## src/rtl/adder_inverse_serial.sv

```systemverilog
`default_nettype none
// ============================================================================
// Module   : adder_inverse_serial
// Purpose  : Bit-serial recovery of one addend from a modular sum.
//            Computes diff = sum_in - addend_in mod 2^WIDTH, one bit per
//            clock, LSB first, using a single full-subtractor cell
//            (XOR3 for the difference bit, majority-style borrow).
// Revision : 1.0 - initial release
// ----------------------------------------------------------------------------
// Parameters
//   WIDTH      operand / result width in bits (2..32)
// Ports
//   clk        single clock, all state updates on the rising edge
//   rst        synchronous, active-high reset
//   in_valid   operands presented on sum_in / addend_in
//   in_ready   block is idle and can accept operands
//   sum_in     modular sum (minuend)
//   addend_in  known addend (subtrahend)
//   out_valid  result available on diff_out / borrow_out / zero_out
//   out_ready  consumer takes the result
//   diff_out   recovered addend, sum_in - addend_in mod 2^WIDTH
//   borrow_out final borrow, 1 iff sum_in < addend_in (addition wrapped)
//   zero_out   diff_out == 0
// ============================================================================
module adder_inverse_serial #(
  parameter int WIDTH = 8
) (
  input  logic             clk,
  input  logic             rst,
  input  logic             in_valid,
  output logic             in_ready,
  input  logic [WIDTH-1:0] sum_in,
  input  logic [WIDTH-1:0] addend_in,
  output logic             out_valid,
  input  logic             out_ready,
  output logic [WIDTH-1:0] diff_out,
  output logic             borrow_out,
  output logic             zero_out
);

  // Counter must be able to hold WIDTH itself (the value it reaches on the
  // final bit edge), hence WIDTH+1 states.
  localparam int CNT_W = $clog2(WIDTH + 1);

  // Value of the counter while the last (MSB) bit is being processed.
  localparam logic [CNT_W-1:0] C_LAST_BIT = CNT_W'(WIDTH - 1);

  typedef enum logic [1:0] {
    IDLE = 2'd0,
    BUSY = 2'd1,
    DONE = 2'd2
  } state_t;

  // --------------------------------------------------------------------------
  // State registers
  // --------------------------------------------------------------------------
  state_t             state_q,      state_d;
  logic [WIDTH-1:0]   sum_sr_q,     sum_sr_d;
  logic [WIDTH-1:0]   add_sr_q,     add_sr_d;
  logic [WIDTH-1:0]   diff_sr_q,    diff_sr_d;
  logic               borrow_q,     borrow_d;
  logic [CNT_W-1:0]   count_q,      count_d;
  logic [WIDTH-1:0]   diff_out_q,   diff_out_d;
  logic               borrow_out_q, borrow_out_d;
  logic               zero_out_q,   zero_out_d;

  // --------------------------------------------------------------------------
  // Full-subtractor cell on the current LSBs
  // --------------------------------------------------------------------------
  logic             bit_s;
  logic             bit_b;
  logic             bit_d;
  logic             borrow_nxt;
  logic [WIDTH-1:0] diff_nxt;

  always_comb begin
    bit_s      = sum_sr_q[0];
    bit_b      = add_sr_q[0];
    bit_d      = bit_s ^ bit_b ^ borrow_q;
    // Borrow out when the minuend bit is 0 and the subtrahend bit is 1, or
    // when the two bits are equal and a borrow is already pending.
    borrow_nxt = (~bit_s & bit_b) | (~(bit_s ^ bit_b) & borrow_q);
    // Difference bits enter at the MSB and shift right, so after WIDTH
    // steps the first (LSB) bit has arrived at position 0.
    diff_nxt   = {bit_d, diff_sr_q[WIDTH-1:1]};
  end

  // --------------------------------------------------------------------------
  // Next-state and datapath control
  // --------------------------------------------------------------------------
  always_comb begin
    state_d      = state_q;
    sum_sr_d     = sum_sr_q;
    add_sr_d     = add_sr_q;
    diff_sr_d    = diff_sr_q;
    borrow_d     = borrow_q;
    count_d      = count_q;
    diff_out_d   = diff_out_q;
    borrow_out_d = borrow_out_q;
    zero_out_d   = zero_out_q;

    case (state_q)
      IDLE: begin
        if (in_valid) begin
          sum_sr_d  = sum_in;
          add_sr_d  = addend_in;
          diff_sr_d = '0;
          borrow_d  = 1'b0;
          count_d   = '0;
          state_d   = BUSY;
        end
      end

      BUSY: begin
        // in_valid is deliberately not looked at here: no capture while busy.
        sum_sr_d  = sum_sr_q >> 1;
        add_sr_d  = add_sr_q >> 1;
        diff_sr_d = diff_nxt;
        borrow_d  = borrow_nxt;
        count_d   = count_q + 1'b1;
        if (count_q == C_LAST_BIT) begin
          // Result registers load on the same edge the FSM enters DONE, so
          // they are already stable in the first cycle out_valid is high.
          diff_out_d   = diff_nxt;
          borrow_out_d = borrow_nxt;
          zero_out_d   = (diff_nxt == '0);
          state_d      = DONE;
        end
      end

      DONE: begin
        // Result registers are untouched here, which holds them stable
        // under backpressure.
        if (out_ready) begin
          state_d = IDLE;
        end
      end

      default: begin
        state_d = IDLE;
      end
    endcase
  end

  // --------------------------------------------------------------------------
  // Registers
  // --------------------------------------------------------------------------
  always_ff @(posedge clk) begin
    if (rst) begin
      state_q      <= IDLE;
      sum_sr_q     <= '0;
      add_sr_q     <= '0;
      diff_sr_q    <= '0;
      borrow_q     <= 1'b0;
      count_q      <= '0;
      diff_out_q   <= '0;
      borrow_out_q <= 1'b0;
      zero_out_q   <= 1'b0;
    end else begin
      state_q      <= state_d;
      sum_sr_q     <= sum_sr_d;
      add_sr_q     <= add_sr_d;
      diff_sr_q    <= diff_sr_d;
      borrow_q     <= borrow_d;
      count_q      <= count_d;
      diff_out_q   <= diff_out_d;
      borrow_out_q <= borrow_out_d;
      zero_out_q   <= zero_out_d;
    end
  end

  // --------------------------------------------------------------------------
  // Outputs: handshake flags decode directly from the state register, data
  // comes straight from flops; no input reaches an output combinationally.
  // --------------------------------------------------------------------------
  assign in_ready   = (state_q == IDLE);
  assign out_valid  = (state_q == DONE);
  assign diff_out   = diff_out_q;
  assign borrow_out = borrow_out_q;
  assign zero_out   = zero_out_q;

endmodule
`default_nettype wire
```

## config.mk

```make
export PLATFORM = sky130hd
export DESIGN_NAME = adder_inverse_serial
export DESIGN_NICKNAME = d
export VERILOG_FILES = /design/src/rtl/adder_inverse_serial.sv
export SDC_FILE = /design/constraint.sdc
export NUM_CORES = 1
export LEC_CHECK = 0
export ABC_AREA = 1
export BUFFER_PORTS_ARGS = -buffer_cell sky130_fd_sc_hd__buf_2
export CAP_MARGIN = 30
export CORE_MARGIN = 5
export CORE_UTILIZATION = 40
export CTS_BUF_LIST = sky130_fd_sc_hd__clkbuf_8
export DETAILED_ROUTE_END_ITERATION = 8
export HOLD_SLACK_MARGIN = 0.15
export MAX_ROUTING_LAYER = met4
export SLEW_MARGIN = 25
export SYNTH_ARGS = -nofsm -noshare
export SYNTH_HDL_FRONTEND = slang
export SYNTH_SLANG_ARGS = --single-unit
```

## constraint.sdc

```tcl
create_clock -name clk -period 1.62 [get_ports clk]
set_input_delay 0 -clock clk [delete_from_list [all_inputs] [get_ports clk]]
set_output_delay 0 -clock clk [all_outputs]
set_load 0.05 [all_outputs]
```

# == Word-level counts from Yosys, hierarchy flattened ==
# Index checks and enable logic that the tools add are counted.
# word_totals
register_bits,41
output_inout_bits,12
wordCells,43
# classes
eq_ne,6
addsub,1
n_mux,14
n_reduce_logical,6
bitwise_logic,7
# ops
op,count
$pmux 8 s2,3
$mux 8,3
$logic_not 8->1,1
$pmux 4 s2,1
$mux 2,3
$pmux 2 s3,1
$add 4x1->4 const B,1
$eq 4x3->1 const B,1
$mux 4,1
$ne 2x2->1 const B,2
$reduce_and 2->1,2
$reduce_and 3->1,1
$and 1x1->1,2
$eq 2x1->1 const B,1
$eq 2x2->1 const B,1
$logic_not 2->1,1
$ne 2x1->1 const B,1
$not 1->1,2
$pmux 1 s2,1
$reduce_bool 2->1,1
$xor 1x1->1,2
$mux 1,1
$or 1x1->1,1

# == Logic depth before layout (Yosys ltp) ==
# depth
ltp_word,5
mapped_depth,7
mapped_depth_nobuf,7

# == Least setup slack after synthesis ==
# Ideal clock, no wire load.
# synth_timing
path_type,flip-flop to flip-flop
start,register state_q[1]
end,register state_q[1]
stages_incl_launch_ff,5
path_slack_ps,148
t_arrival_ps,1401
n_path_buf,0
setup_time_ps,71
synth_period_minus_slack_ps,1472
required_time_ps,1549
path_cell_list,dfxtp_1 > inv_2 > nor2_1 > nand2_1 > a21oi_1
# synth_via
elab_chain_len,3
# synth_rtl
item,line_no,text
"start, declared",57,"state_t state_q, state_d;"
"start signal, assigned",160,state_q <= state_d;
$eq 2x2->1 (*),n/a,
named net out_valid,34,"output logic out_valid,"
$ne 2x1->1 (no source line),n/a,
$reduce_and 3->1 (no source line),n/a,
# The timed path passes the listed nets; every way through them passes the cells marked *.
# A chain may end at the register's enable or synchronous reset.

# == Worst setup path in the final report ==
# layout_timing
start,register state_q[1]
end,output in_ready
# layout_via
elab_chain_len,1
# layout_rtl
item,line_no,text
$logic_not 2->1,176,assign in_ready = (state_q == IDLE);
"end, declared",31,"output logic in_ready,"
# Every way passes these cells.

==> reports/qor.csv <==
metric,value,unit
run status,"finished, final reports clean",
"Cell Chain, Critical Path",nor2_2 > buf_4 > buf_2,
CP required,1.62,ns
ANT nets after route,0,
final sum of negative setup slack,0,ns
initial antenna violation count,0,
cell with the biggest individual delay on the critical path,dfxtp_1,
CTS root buffer,clkbuf_8,
CTS Sinks,40,
floorplan core area,0.00435,sq mm
path class of the lowest-slack min-delay path,flip-flop to flip-flop,
die outline area,0.00595,sq mm
maximum clock frequency,689,MHz
cell area after layout,0.00230,sq mm
post-synthesis cell type with the largest combined area,dfxtp_1,
final net count,338,
worst slew pin tran,0.374,ns
Inserted Clock Buffers,5,
number of slew-limit violations in the final report,0,
critical path's top delay family,buffers and inverters,
Max H-tree Level,2,
cell count after synthesis,263,
slack of the worst reg-to-reg path,0.23,ns
post-synth cell types,20,
starting density of the core,41.4,%
number of placement rows,24,
"Avg Cell Area, Syn",6.86,sq um
largest stage delay on the critical path,0.37,ns
Hold Path End,borrow_q,
DRC marker count from the first detailed-route iteration,66,
horizontal die dimension,77.1,microns
crit path time final,1.45,ns
CTS tree,done,
type of the worst setup path,flip-flop to primary output,
RR Endpoint,diff_out[1],
headroom to the max-slew limit,75.0,%
total number of yosys warnings,0,
Reg2Reg Depth,7,
# setup viols final,0,
# diodes,0,
netlist area before placement,0.00180,sq mm
number of vias in the routed layout,1700,
period utilisation layout,89.6,%
number of storage elements in the synthesis netlist,40,
Critical Path End Type,primary output,
source of the worst hold timing path,borrow_q,
IO Port Bufs,31,
DRC Markers,0,
clock network latency to the later pin of the worst-skew pair,0.29,ns
Bufs and invs on worst path,2,
post-route worst setup slack,0.169,ns
register area share after synthesis,44.4,%
maximum count of clock buffers along a single path,2,
ratio of total power to cell area,839,mW/mm^2
peak supply drop,556,uV
average via count per standard cell,4.62,
number of stages on the worst hold path,2,
R2R Path Start,count_q[0],
Setup Slack @ Placement,0.219,ns
Boundary Pins,32,
last weighted congestion value of the routability-driven placer,0.779,
arrival time of data at the critical path endpoint,1.45,ns
first-pass GRT wire length,6710,microns
total of max-cap violations,0,
placed inst area,0.00203,sq mm
endpoints failing hold,0,
Routed wire per std cell,10.8,microns
cell types with the largest area share after synthesis,"dfxtp_1, nand2_1, nor2_1",
area added between synthesis and finish,27.4,%
number of search-and-repair iterations in the first detailed-routing pass,4,
via count of the first global-routing pass,1557,
Die Span Y,77.1,microns
RSZ-0062 raised after global routing,no,
leakage power summed over all cells,1.07,nW
fraction of final layout cells sized beyond drive strength 1,17.1,%
largest fanout on the critical path,13,
top-area cell type share of the netlist area,44.4,%
Post-Syn Nets,285,
pin count of the biggest net entering global routing,23,
sum of net half-perimeters after detailed placement,2690,microns
worst clock skew on the final layout,0.00983,ns
clock transition at the registers of the reported paths,0.08,ns
global route overflow,0,
post-detailed-routing wire length,3960,microns
GR Util All Layers,14.1,%
Worst setup SP type,flip-flop,
==> Yosys cell counts <==
library cell and instances:
nand2_1 72, or2_2 1, o21ai_1 2, fa_1 1
dfxtp_1 40, nand3b_1 8, clkbuf_1 2, buf_4 4
inv_2 3, buf_1 3, inv_1 21, o21ai_0 1
nand2_2 3, nor2_2 1, a21oi_1 15, nor2_1 47
nor2_4 2, buf_2 2, ha_1 1, nand3_1 34
==> stage by stage <==
step	power, W	hold WS (ns)	utilization (%)	cells
2_1_floorplan	0.00122	0.167	-	263
3_3_place_gp	0.00130	0.282	46.6	342
3_5_place_dp	0.00130	0.281	46.6	342
4_1_cts	0.00195	0.469	52.8	368
5_1_grt	0.00203	0.494	52.8	368
6_report	0.00193	0.466	52.8	368
==> layout by cell type, fill, tap and decap left out, drive strengths merged <==
cell type / instances
fa: 1
nor2: 50
clkinv: 1
ha: 1
dfxtp: 40
a21oi: 15
buf: 38
clkbuf: 5
or2: 1
nand3b: 8
nand3: 34
dlygate4sd3: 19
o21ai: 3
nand2: 75
inv: 25
==> repair_timing <==
item,4_1_cts,5_1_grt
hold buffers,19,0
buffers inserted,0,0
hold endpoints to repair,27,0
gates resized for setup,0,0
endpoints found under the setup margin,0,0
==> worst register-to-register path, delay by kind of cell, from the launching register on <==
kind | cells | cell delay, ns
DFF | 1 | 0.37
and+or+nand+nor | 5 | 0.62
adders and majority gates | 1 | 0.20
buffers and inverters | 1 | 0.15
==> cell families after synthesis <==
kind of cell | Yosys count | share of synthesized area [%]
and+or+nand+nor | 168 | 40.5
DFF | 40 | 44.4
buffers and inverters | 35 | 8.26
adders and majority gates | 2 | 1.80
AOI/OAI and AO/OA | 18 | 5.00
==> registers in the layout, summed over array words and instances (netlist names) <==
signal / count
add_sr_q: 8
borrow_out: 1
borrow_q: 1
count_q: 4
diff_out: 8
diff_sr_q: 7
state_q: 2
sum_sr_q: 8
zero_out: 1
==> routing by layer <==
layer	GRT usage, %	share of wire [%]	vias to the layer above
li1	-	-	926
met1	16.2	47	739
met2	23.8	48	31
met3	3.16	4.4	4
met4	5.15	0.99	0
met5	-	0	-
==> worst max path at each step <==
stage | end | slack (ns) | cells after the start | from
2_1_floorplan | state_q[1] | 0.15 | 4 | state_q[1]
3_3_place_gp | diff_out[7] | 0.30 | 7 | count_q[0]
3_5_place_dp | diff_out[1] | 0.22 | 7 | count_q[0]
4_1_cts | in_ready | 0.17 | 3 | state_q[1]
5_1_grt | diff_out[1] | 0.03 | 7 | count_q[0]
6_report | in_ready | 0.17 | 3 | state_q[1]
==> power breakdown <==
| part | leakage, nW | switching (W) | internal (W) | total, W |
|---|---|---|---|---|
| logic | 0.700 | 0.000149 | 0.000122 | 0.000271 |
| clock network | 0.0452 | 0.000331 | 0.000287 | 0.000618 |
| registers | 0.325 | 0.0000216 | 0.00102 | 0.00104 |
==> final cells by class <==
cell class | count | area (sq um)
multi-input cells | 188 | 853
flip-flops and latches | 40 | 801
well taps | 52 | 65.1
repair buffers | 57 | 410
clock inverters | 2 | 8.76
fillers | 440 | 2060
clock buffers | 5 | 68.8
inverters | 24 | 90.1
No activity file was read; power rests on OpenSTA's default activity.
